**src/rtl/mem_arb_pkg.sv**
```systemverilog
// Shared types and constants for the memory bus arbiter and its byte-lane aligner.
package mem_arb_pkg;

  localparam int XLEN = 32;

  typedef enum logic [1:0] {
    IDLE = 2'd0,
    BUS  = 2'd1,
    RESP = 2'd2
  } state_t;

  localparam logic [2:0] LB  = 3'b000;
  localparam logic [2:0] LH  = 3'b001;
  localparam logic [2:0] LW  = 3'b010;
  localparam logic [2:0] LBU = 3'b100;
  localparam logic [2:0] LHU = 3'b101;
  localparam logic [2:0] SB  = 3'b000;
  localparam logic [2:0] SH  = 3'b001;
  localparam logic [2:0] SW  = 3'b010;

  function automatic logic is_unsigned_load(input logic [2:0] func3);
    return (func3 == LBU) || (func3 == LHU);
  endfunction

endpackage

```
**src/rtl/mem_align.sv**
```systemverilog
// Combinational byte-lane logic: store strobes/steering, load extraction/extension,
// and legality (func3 validity plus natural alignment).
module mem_align
  import mem_arb_pkg::*;
(
  input  logic            we,
  input  logic [2:0]      func3,
  input  logic [1:0]      addr_lo,
  input  logic [XLEN-1:0] wdata,
  input  logic [XLEN-1:0] rdata,
  output logic            legal,
  output logic [3:0]      wstrb,
  output logic [XLEN-1:0] wdata_lane,
  output logic [XLEN-1:0] rdata_ext
);

  logic [7:0]  byte_sel;
  logic [15:0] half_sel;
  logic        zext;

  always_comb begin
    case (addr_lo)
      2'd0:    byte_sel = rdata[7:0];
      2'd1:    byte_sel = rdata[15:8];
      2'd2:    byte_sel = rdata[23:16];
      default: byte_sel = rdata[31:24];
    endcase
    half_sel = addr_lo[1] ? rdata[31:16] : rdata[15:0];
    zext     = is_unsigned_load(func3);
  end

  // Unsigned variants exist only for loads, so a store with func3[2] set is illegal.
  always_comb begin
    legal      = 1'b0;
    wstrb      = 4'b0000;
    wdata_lane = wdata;
    rdata_ext  = '0;
    case (func3)
      LB, LBU: begin
        legal = !(we && zext);
        if (we) begin
          wstrb      = 4'b0001 << addr_lo;
          wdata_lane = {4{wdata[7:0]}};
        end else begin
          rdata_ext = zext ? {24'b0, byte_sel} : {{24{byte_sel[7]}}, byte_sel};
        end
      end
      LH, LHU: begin
        legal = !addr_lo[0] && !(we && zext);
        if (we) begin
          wstrb      = 4'b0011 << addr_lo;
          wdata_lane = {2{wdata[15:0]}};
        end else begin
          rdata_ext = zext ? {16'b0, half_sel} : {{16{half_sel[15]}}, half_sel};
        end
      end
      LW: begin
        legal = (addr_lo == 2'b00);
        if (we) begin
          wstrb = 4'b1111;
        end else begin
          rdata_ext = rdata;
        end
      end
      default: begin
        legal = 1'b0;
      end
    endcase
    if (!legal) begin
      wstrb     = 4'b0000;
      rdata_ext = '0;
    end
  end

endmodule

```
**src/rtl/mem_arbiter.sv**
```systemverilog
// Single-bus arbiter between instruction fetch and the data port: one transfer at a time,
// data has priority, fetch is protected from starvation by a saturating grant counter.
module mem_arbiter #(
  parameter int XLEN         = 32,
  parameter int STARVE_LIMIT = 4
) (
  input  logic            clk_i,
  input  logic            rst_i,
  input  logic            if_req_i,
  input  logic [XLEN-1:0] if_addr_i,
  output logic            if_ack_o,
  output logic [XLEN-1:0] if_rdata_o,
  input  logic            d_req_i,
  input  logic            d_we_i,
  input  logic [XLEN-1:0] d_addr_i,
  input  logic [XLEN-1:0] d_wdata_i,
  input  logic [2:0]      d_func3_i,
  output logic            d_ack_o,
  output logic [XLEN-1:0] d_rdata_o,
  output logic            d_err_o,
  output logic            bus_req_o,
  output logic            bus_we_o,
  output logic [XLEN-1:0] bus_addr_o,
  output logic [XLEN-1:0] bus_wdata_o,
  output logic [3:0]      bus_wstrb_o,
  input  logic            bus_ack_i,
  input  logic [XLEN-1:0] bus_rdata_i
);
  import mem_arb_pkg::*;

  localparam int              CW         = $clog2(STARVE_LIMIT + 1);
  localparam logic [CW-1:0]   STARVE_MAX = CW'(STARVE_LIMIT);
  localparam logic [XLEN-1:0] WORD_MASK  = ~(XLEN'(3));

  state_t          state_reg, state_next;
  logic [CW-1:0]   starve_reg, starve_next;
  logic            grant_d_reg, grant_d_next;
  logic            we_reg, we_next;
  logic [2:0]      func3_reg, func3_next;
  logic [1:0]      lo_reg, lo_next;

  logic            bus_req_reg, bus_req_next;
  logic            bus_we_reg, bus_we_next;
  logic [XLEN-1:0] bus_addr_reg, bus_addr_next;
  logic [XLEN-1:0] bus_wdata_reg, bus_wdata_next;
  logic [3:0]      bus_wstrb_reg, bus_wstrb_next;
  logic            if_ack_reg, if_ack_next;
  logic [XLEN-1:0] if_rdata_reg, if_rdata_next;
  logic            d_ack_reg, d_ack_next;
  logic [XLEN-1:0] d_rdata_reg, d_rdata_next;
  logic            d_err_reg, d_err_next;

  logic            al_we;
  logic [2:0]      al_func3;
  logic [1:0]      al_lo;
  logic            al_legal;
  logic [3:0]      al_wstrb;
  logic [XLEN-1:0] al_wdata;
  logic [XLEN-1:0] al_rdata;
  logic            d_win;

  // Live request fields drive the aligner while arbitrating; the captured ones while on the bus.
  always_comb begin
    al_we    = (state_reg == IDLE) ? d_we_i         : we_reg;
    al_func3 = (state_reg == IDLE) ? d_func3_i      : func3_reg;
    al_lo    = (state_reg == IDLE) ? d_addr_i[1:0]  : lo_reg;
  end

  mem_align u_align (
    .we         (al_we),
    .func3      (al_func3),
    .addr_lo    (al_lo),
    .wdata      (d_wdata_i),
    .rdata      (bus_rdata_i),
    .legal      (al_legal),
    .wstrb      (al_wstrb),
    .wdata_lane (al_wdata),
    .rdata_ext  (al_rdata)
  );

  always_comb begin
    state_next     = state_reg;
    starve_next    = starve_reg;
    grant_d_next   = grant_d_reg;
    we_next        = we_reg;
    func3_next     = func3_reg;
    lo_next        = lo_reg;
    bus_req_next   = bus_req_reg;
    bus_we_next    = bus_we_reg;
    bus_addr_next  = bus_addr_reg;
    bus_wdata_next = bus_wdata_reg;
    bus_wstrb_next = bus_wstrb_reg;
    if_ack_next    = 1'b0;
    if_rdata_next  = if_rdata_reg;
    d_ack_next     = 1'b0;
    d_rdata_next   = d_rdata_reg;
    d_err_next     = 1'b0;
    d_win          = d_req_i && !((starve_reg == STARVE_MAX) && if_req_i);

    case (state_reg)
      IDLE: begin
        if (!if_req_i) begin
          starve_next = '0;
        end
        if (d_win) begin
          grant_d_next = 1'b1;
          we_next      = d_we_i;
          func3_next   = d_func3_i;
          lo_next      = d_addr_i[1:0];
          if (!al_legal) begin
            // Rejected without a bus cycle; the starvation count is left alone.
            state_next   = RESP;
            d_ack_next   = 1'b1;
            d_err_next   = 1'b1;
            d_rdata_next = '0;
          end else begin
            state_next     = BUS;
            bus_req_next   = 1'b1;
            bus_we_next    = d_we_i;
            bus_addr_next  = d_addr_i & WORD_MASK;
            bus_wdata_next = d_we_i ? al_wdata : '0;
            bus_wstrb_next = d_we_i ? al_wstrb : 4'b0000;
            if (if_req_i && (starve_reg != STARVE_MAX)) begin
              starve_next = starve_reg + 1'b1;
            end
          end
        end else if (if_req_i) begin
          grant_d_next   = 1'b0;
          state_next     = BUS;
          bus_req_next   = 1'b1;
          bus_we_next    = 1'b0;
          bus_addr_next  = if_addr_i & WORD_MASK;
          bus_wdata_next = '0;
          bus_wstrb_next = 4'b0000;
          starve_next    = '0;
        end
      end
      BUS: begin
        if (bus_ack_i) begin
          state_next     = RESP;
          bus_req_next   = 1'b0;
          bus_we_next    = 1'b0;
          bus_addr_next  = '0;
          bus_wdata_next = '0;
          bus_wstrb_next = 4'b0000;
          if (grant_d_reg) begin
            d_ack_next   = 1'b1;
            d_rdata_next = we_reg ? '0 : al_rdata;
          end else begin
            if_ack_next   = 1'b1;
            if_rdata_next = bus_rdata_i;
          end
        end
      end
      RESP: begin
        state_next = IDLE;
      end
      default: begin
        state_next = IDLE;
      end
    endcase
  end

  always_ff @(posedge clk_i or posedge rst_i) begin
    if (rst_i) begin
      state_reg     <= IDLE;
      starve_reg    <= '0;
      grant_d_reg   <= 1'b0;
      we_reg        <= 1'b0;
      func3_reg     <= 3'b000;
      lo_reg        <= 2'b00;
      bus_req_reg   <= 1'b0;
      bus_we_reg    <= 1'b0;
      bus_addr_reg  <= '0;
      bus_wdata_reg <= '0;
      bus_wstrb_reg <= 4'b0000;
      if_ack_reg    <= 1'b0;
      if_rdata_reg  <= '0;
      d_ack_reg     <= 1'b0;
      d_rdata_reg   <= '0;
      d_err_reg     <= 1'b0;
    end else begin
      state_reg     <= state_next;
      starve_reg    <= starve_next;
      grant_d_reg   <= grant_d_next;
      we_reg        <= we_next;
      func3_reg     <= func3_next;
      lo_reg        <= lo_next;
      bus_req_reg   <= bus_req_next;
      bus_we_reg    <= bus_we_next;
      bus_addr_reg  <= bus_addr_next;
      bus_wdata_reg <= bus_wdata_next;
      bus_wstrb_reg <= bus_wstrb_next;
      if_ack_reg    <= if_ack_next;
      if_rdata_reg  <= if_rdata_next;
      d_ack_reg     <= d_ack_next;
      d_rdata_reg   <= d_rdata_next;
      d_err_reg     <= d_err_next;
    end
  end

  assign bus_req_o   = bus_req_reg;
  assign bus_we_o    = bus_we_reg;
  assign bus_addr_o  = bus_addr_reg;
  assign bus_wdata_o = bus_wdata_reg;
  assign bus_wstrb_o = bus_wstrb_reg;
  assign if_ack_o    = if_ack_reg;
  assign if_rdata_o  = if_rdata_reg;
  assign d_ack_o     = d_ack_reg;
  assign d_rdata_o   = d_rdata_reg;
  assign d_err_o     = d_err_reg;

endmodule

```
**config.mk**
```make
export PLATFORM = sky130hd
export DESIGN_NAME = mem_arbiter
export DESIGN_NICKNAME = d
export VERILOG_FILES = /design/src/rtl/mem_arb_pkg.sv /design/src/rtl/mem_align.sv /design/src/rtl/mem_arbiter.sv
export SDC_FILE = /design/constraint.sdc
export NUM_CORES = 1
export LEC_CHECK = 0
export BUFFER_PORTS_ARGS = -buffer_cell sky130_fd_sc_hd__buf_2
export CAP_MARGIN = 40
export CORE_MARGIN = 1.5
export CORE_UTILIZATION = 52
export CTS_BUF_LIST = sky130_fd_sc_hd__clkbuf_2
export CTS_CLUSTER_SIZE = 25
export DETAILED_ROUTE_END_ITERATION = 10
export GPL_TIMING_DRIVEN = 0
export HOLD_SLACK_MARGIN = 0.06
export PLACE_DENSITY = 0.83
export SYNTH_ARGS = -nofsm -noshare
export SYNTH_HDL_FRONTEND = slang
export SYNTH_HIERARCHICAL = 1
export SYNTH_SLANG_ARGS = --single-unit
```
**constraint.sdc**
```tcl
create_clock -name clk_i -period 5.3 [get_ports clk_i]
set_input_delay 0.53 -clock clk_i [delete_from_list [all_inputs] [get_ports clk_i]]
set_output_delay 0.53 -clock clk_i [all_outputs]
set_load 0.01 [all_outputs]
```
Yosys cells after proc, flatten, opt, wreduce, memory -nomap -nowiden
Index checks and enable logic that the tools add are counted.

storage, ports and cells
  register bits = 149
  logic and storage cells = 128
  input port bits = 137
  output and inout port bits = 137

operators by class
  multiplexer cells = 71
  reductions and logical operators = 22
  shift operators = 2
  bitwise logic cells = 1
  equality and inequality tests = 15
  add/subtract/negate cells = 1

operator list
  cell                  count
  $mux W32              21
  $pmux W32 S2          4
  $pmux W32 S3          1
  $mux W4               8
  $pmux W8 S3           1
  $mux W3               6
  $mux W1               17
  $mux W16              1
  $pmux W4 S3           1
  $mux W2               5
  $eq A3 B3 Y1 const B  3
  $ne A3 B3 Y1 const B  3
  $ne A2 B2 Y1 const B  4
  $pmux W4 S2           1
  $pmux W1 S2           3
  $reduce_and A2 Y1     3
  $logic_and A1 B1 Y1   5
  $reduce_and A5 Y1     1
  $eq A2 B1 Y1 const B  2
  $logic_not A2 Y1      2
  $pmux W2 S2           1
  $reduce_and A4 Y1     1
  $reduce_bool A2 Y1    2
  $reduce_or A2 Y1      2
  12 further kinds      14

Longest topological paths before layout
  word-level depth = 13
  mapped depth = 15
  depth with buffers taken out = 10

Cells and area by module
Netlist, hierarchy kept.

modules (own cells, without submodules)
  module       instances  seq. area each (µm²)  area each (µm²)  cells an instance
  mem_arbiter  1          3,678.5               6,144.6          463
  mem_align    1          0.0                   1,620.3          231

Least setup slack after synthesis
OpenSTA, ideal clock, no wires.

  path kind = register to register
  start = reg state_reg[0]
  end = reg bus_addr_reg[14] (netlist: bus_addr_o[14])
  setup time = 78 ps
  buffers on the path = 6
  cell stages (with the launch flop) = 15
  data required time = 5,222 ps
  arrival = 3,301 ps
  period minus slack after synthesis = 3,378 ps
  path slack = 1,922 ps
  cells stage by stage = dfrtp_1 > nor2_1 > buf_2 > mux2_2 > buf_2 > buf_2 > inv_1 > ha_1 > buf_4 > inv_1 > a221oi_4 > clkbuf_1 > a31oi_1 > buf_6 > o2bb2ai_1

on the way
  elaborated cells between the ends (all ways) = 25
  classes of those cells = eq/ne: 8; mux: 5; reduce/logical: 12

RTL lines
  element                             line                text
  from (decl)                         mem_arbiter.sv:35   state_t state_reg, state_next;
  from (signal assigned)              mem_arbiter.sv:183  state_reg <= state_next;
  $logic_not A2 Y1                    mem_arbiter.sv:66   al_lo = (state_reg == IDLE) ? d_addr_i[1:0] : lo_reg;
  $mux W2                             mem_arbiter.sv:66
  net al_lo[1]                        mem_arbiter.sv:55   logic [1:0] al_lo;
  $logic_not A2 Y1                    mem_align.sv:58     legal = (addr_lo == 2'b00);
  $pmux W1 S3                         mem_align.sv:38     case (func3)
  net al_legal                        mem_arbiter.sv:56   logic al_legal;
  $ne A3 B3 Y1 (no source line)       n/a
  $reduce_and A4 Y1 (no source line)  n/a
  to (signal assigned)                mem_arbiter.sv:191  bus_addr_reg <= bus_addr_next;
  to (decl)                           mem_arbiter.sv:44   logic [XLEN-1:0] bus_addr_reg, bus_addr_next;

The timed path passes the listed nets, and every way through them passes these cells.
A chain may end at the register's enable or synchronous reset.

Final worst setup path
  start = reg state_reg[0]
  end = reg bus_addr_reg[31] (netlist: bus_addr_o[31])

Same word-level chain as after synthesis.

==> impl_results.md <==
- Initial Utilization: 53.4%
- CTS tree: yes
- R2R Path End: bus_addr_o[31]
- Final Setup Violations: 0
- Vias per cell: 5.72
- Max-slew violations: 0
- Worst Skew: 27.4 ps
- Fmax achieved: 0.235 GHz
- Die Area: 0.0157 sq mm
- Syn_area_per_cell: 11.2 sq um
- Count of state elements after synthesis: 147
- Simple-gate share of the synthesized area: 8.27%
- Largest family of logic cells by synthesized area: multiplexers
- First-pass GRT wire length: 39700 um
- Final Non-Filler Cells: 1304
- Syn-to-layout area delta: 39.8%
- Die extent in x: 125 um
- Final Util: 74.7%
- Initial antenna violation count: 2
- Clock Sinks: 147
- Critical path launch point type: register
- Final Power: 5.21 mW
- Final non-filler cell area: 0.0109 sq mm
- CP Max Fanout: 10
- Share of layout cells above drive strength 1: 38.6%
- Grt ovf: 0
- Commonest cells in the netlist: 147 x dfrtp_1, 86 x mux2i_1, 74 x nand2_1
- Hold slack: 116 ps
- Detailed-route via count: 7455
- Reg clk slew, reported paths: 250 ps
- Largest cells by area after synthesis: dfrtp_1 47%, mux2i_1 11%, mux2_2 8.6%, a22o_1 4.1%, nand2_1 3.6%
- Overall Global Routing Usage: 32.2%
- Starting DRC count in detailed routing: 962
- Largest net degree at the start of global routing: 93
- H-tree lvl count: 4
- Worst r2r src: state_reg[0]
- Core Region: 0.0145 sq mm
- Top cell type's share of synthesized area: 47.4%
- Nets: 1249
- Fin crit share: 80.3%
- Sequential-to-total area share from yosys stat: 47.4%
- Area of the multi-input gates: 0.00351 sq mm
- IO buf count: 268
- Compound-gate portion of the synthesized area: 15.8%
- Antenna-violating nets left: 0
- Mux share of post-synthesis cell area: 19.9%
- Row cnt: 44
- Final wirelength: 25500 um
- Post-route DRC: 0
- Area post-placement: 0.00937 sq mm
- Worst-margin pin slew: 727 ps
- Storage cell area: 0.00368 sq mm
- HP Start: d_wdata_i[14]
- R2R depth: 14
- Hold depth: 3
- Clk root buf: clkbuf_2
- Peak VDD IR: 262 uV
- Leak: 5.35 nW
- Clock Latency Late Sink: 770 ps
- Min Clock Period, post-route: 4260 ps
- Reg2Reg Setup Slack: 1040 ps
- CP endpoint kind: register
- Boundary pin count: 274
- Final RePlAce weighted congestion: 0.882
- Placed cells: 1148
- Final hold vios: 0
- PwrDens: 480 mW/mm^2
- Synth area leader: dfrtp_1
- Drt wl/cell: 19.5 um
- Chip height: 125 um
- Total CTS buffers: 17
- Ys Warns: 6
- Cell Area, Synth: 0.00776 sq mm
- Post-Synthesis Cells: 694
- Clock Path Buffers: 2
- Post-synth top flop: dfrtp_1
- Max Cap Viol: 0
- Critical path class: reg -> reg
- Post-synth EDFFs: 0
- Ys async rst share: 100%
- Relative slew margins: 51.3%
- Library cells used by synthesis: 50
- Fill cell count: 996
- Hold Path End: bus_wdata_o[14]
- Xor/xnor share of the synthesized area: 0%
- DR pass1 iterations: 6
- RSZ-0062 raised after global routing: false
- Setup Fix Bufs, Post-CTS: 0
- HPWL after detailed placement: 15700 um
- Outcome: finished, final reports clean
- Hold Crit Class: in -> reg
- Adder-cell share of the synthesized area: 1.13%
- Required time worst endpoint: 5980 ps
- Most frequent cell after synthesis: dfrtp_1
- CP arrival: 4940 ps
- Vias in the first global route: 7394
cell usage in the layout, fill, tap and decap left out, types with 3 or more instances in the layout:
cell,n
a21oi_1,18
a221oi_1,7
a222oi_1,7
a22o_1,36
a31oi_1,8
a31oi_2,10
buf_2,283
buf_4,15
buf_6,16
clkbuf_1,12
clkbuf_2,18
clkinv_4,3
clkinvlp_4,5
dfrtp_1,147
dlygate4sd3_1,122
ha_1,7
inv_1,40
inv_6,5
mux2_2,59
mux2i_1,86
nand2_1,74
nand2b_1,6
nand3_1,6
nor2_1,30
nor2b_1,3
o21ai_0,24
o21ai_1,4
o2bb2ai_1,30
through the flow:
stage | setup slack, ps | TNS, ps
2_1_floorplan | 819 | 0
3_3_place_gp | -782 | -113260
3_5_place_dp | 1280 | 0
4_1_cts | 1210 | 0
5_1_grt | 757 | 0
6_report | 1040 | 0
metal layers:
metal / track usage [%] / vias to the layer above / share of wire (%)
li1: - / 3310 / -
met1: 40.8 / 3578 / 39
met4: 13.9 / 0 / 4.1
met3: 6.76 / 97 / 7.8
met5: 0 / - / 0
met2: 53.6 / 470 / 49
what timing repair did:
item / in CTS / in global routing
endpoints found under the hold margin: 139 / 9
resized for setup: 0 / 0
hold buffers: 113 / 9
power by group:
group	leakage [nW]	switching, mW	internal [mW]	total (mW)
Combinational	3.27	1.58	1.23	2.80
Clock	0.136	0.454	0.226	0.680
Sequential	1.94	0.231	1.49	1.73
cell type report:
cell class | instances | area share (%)
Tap cell | 184 | 2.12
Buffer | 61 | 3.92
Clock inverter | 15 | 1.57
Inverter | 41 | 1.46
Timing Repair Buffer | 391 | 23.9
Sequential cell | 147 | 33.9
Multi-Input combinational cell | 446 | 32.3
Clock buffer | 17 | 0.784
Antenna cell | 2 | 0.0461
worst max-delay path, cell delays in order (launching register included):
cell and delay, ps:
dfrtp_1 510, nor2_1 150, buf_2 250, mux2_2 410, buf_2 230, buf_2 260, inv_1 140, ha_1 150
buf_4 160, inv_1 80, a221oi_4 510, clkbuf_1 440, a31oi_1 350, buf_6 250, o2bb2ai_1 290
worst max-delay path by stage:
stage	from	endpoint	slack, ps	cells past startpoint
after floorplan	rst_i	bus_addr_o[10]	820	1
after global placement	rst_i	if_rdata_o[17]	-780	2
after detailed placement	state_reg[0]	bus_addr_o[7]	1280	14
after CTS	state_reg[0]	bus_addr_o[31]	1210	14
after global routing	state_reg[0]	bus_addr_o[31]	760	14
final	state_reg[0]	bus_addr_o[31]	1040	14
cell families after synthesis:
| kind of cell | Yosys count |
|---|---|
| AND/OR/NAND/NOR | 136 |
| adder cells (fa/ha/maj) | 7 |
| flip-flops | 147 |
| AO/OA/AOI/OAI | 154 |
| multiplexers | 147 |
| buffers and inverters | 102 |
| other | 1 |
Note: power is estimated with default switching activity, not from simulation.
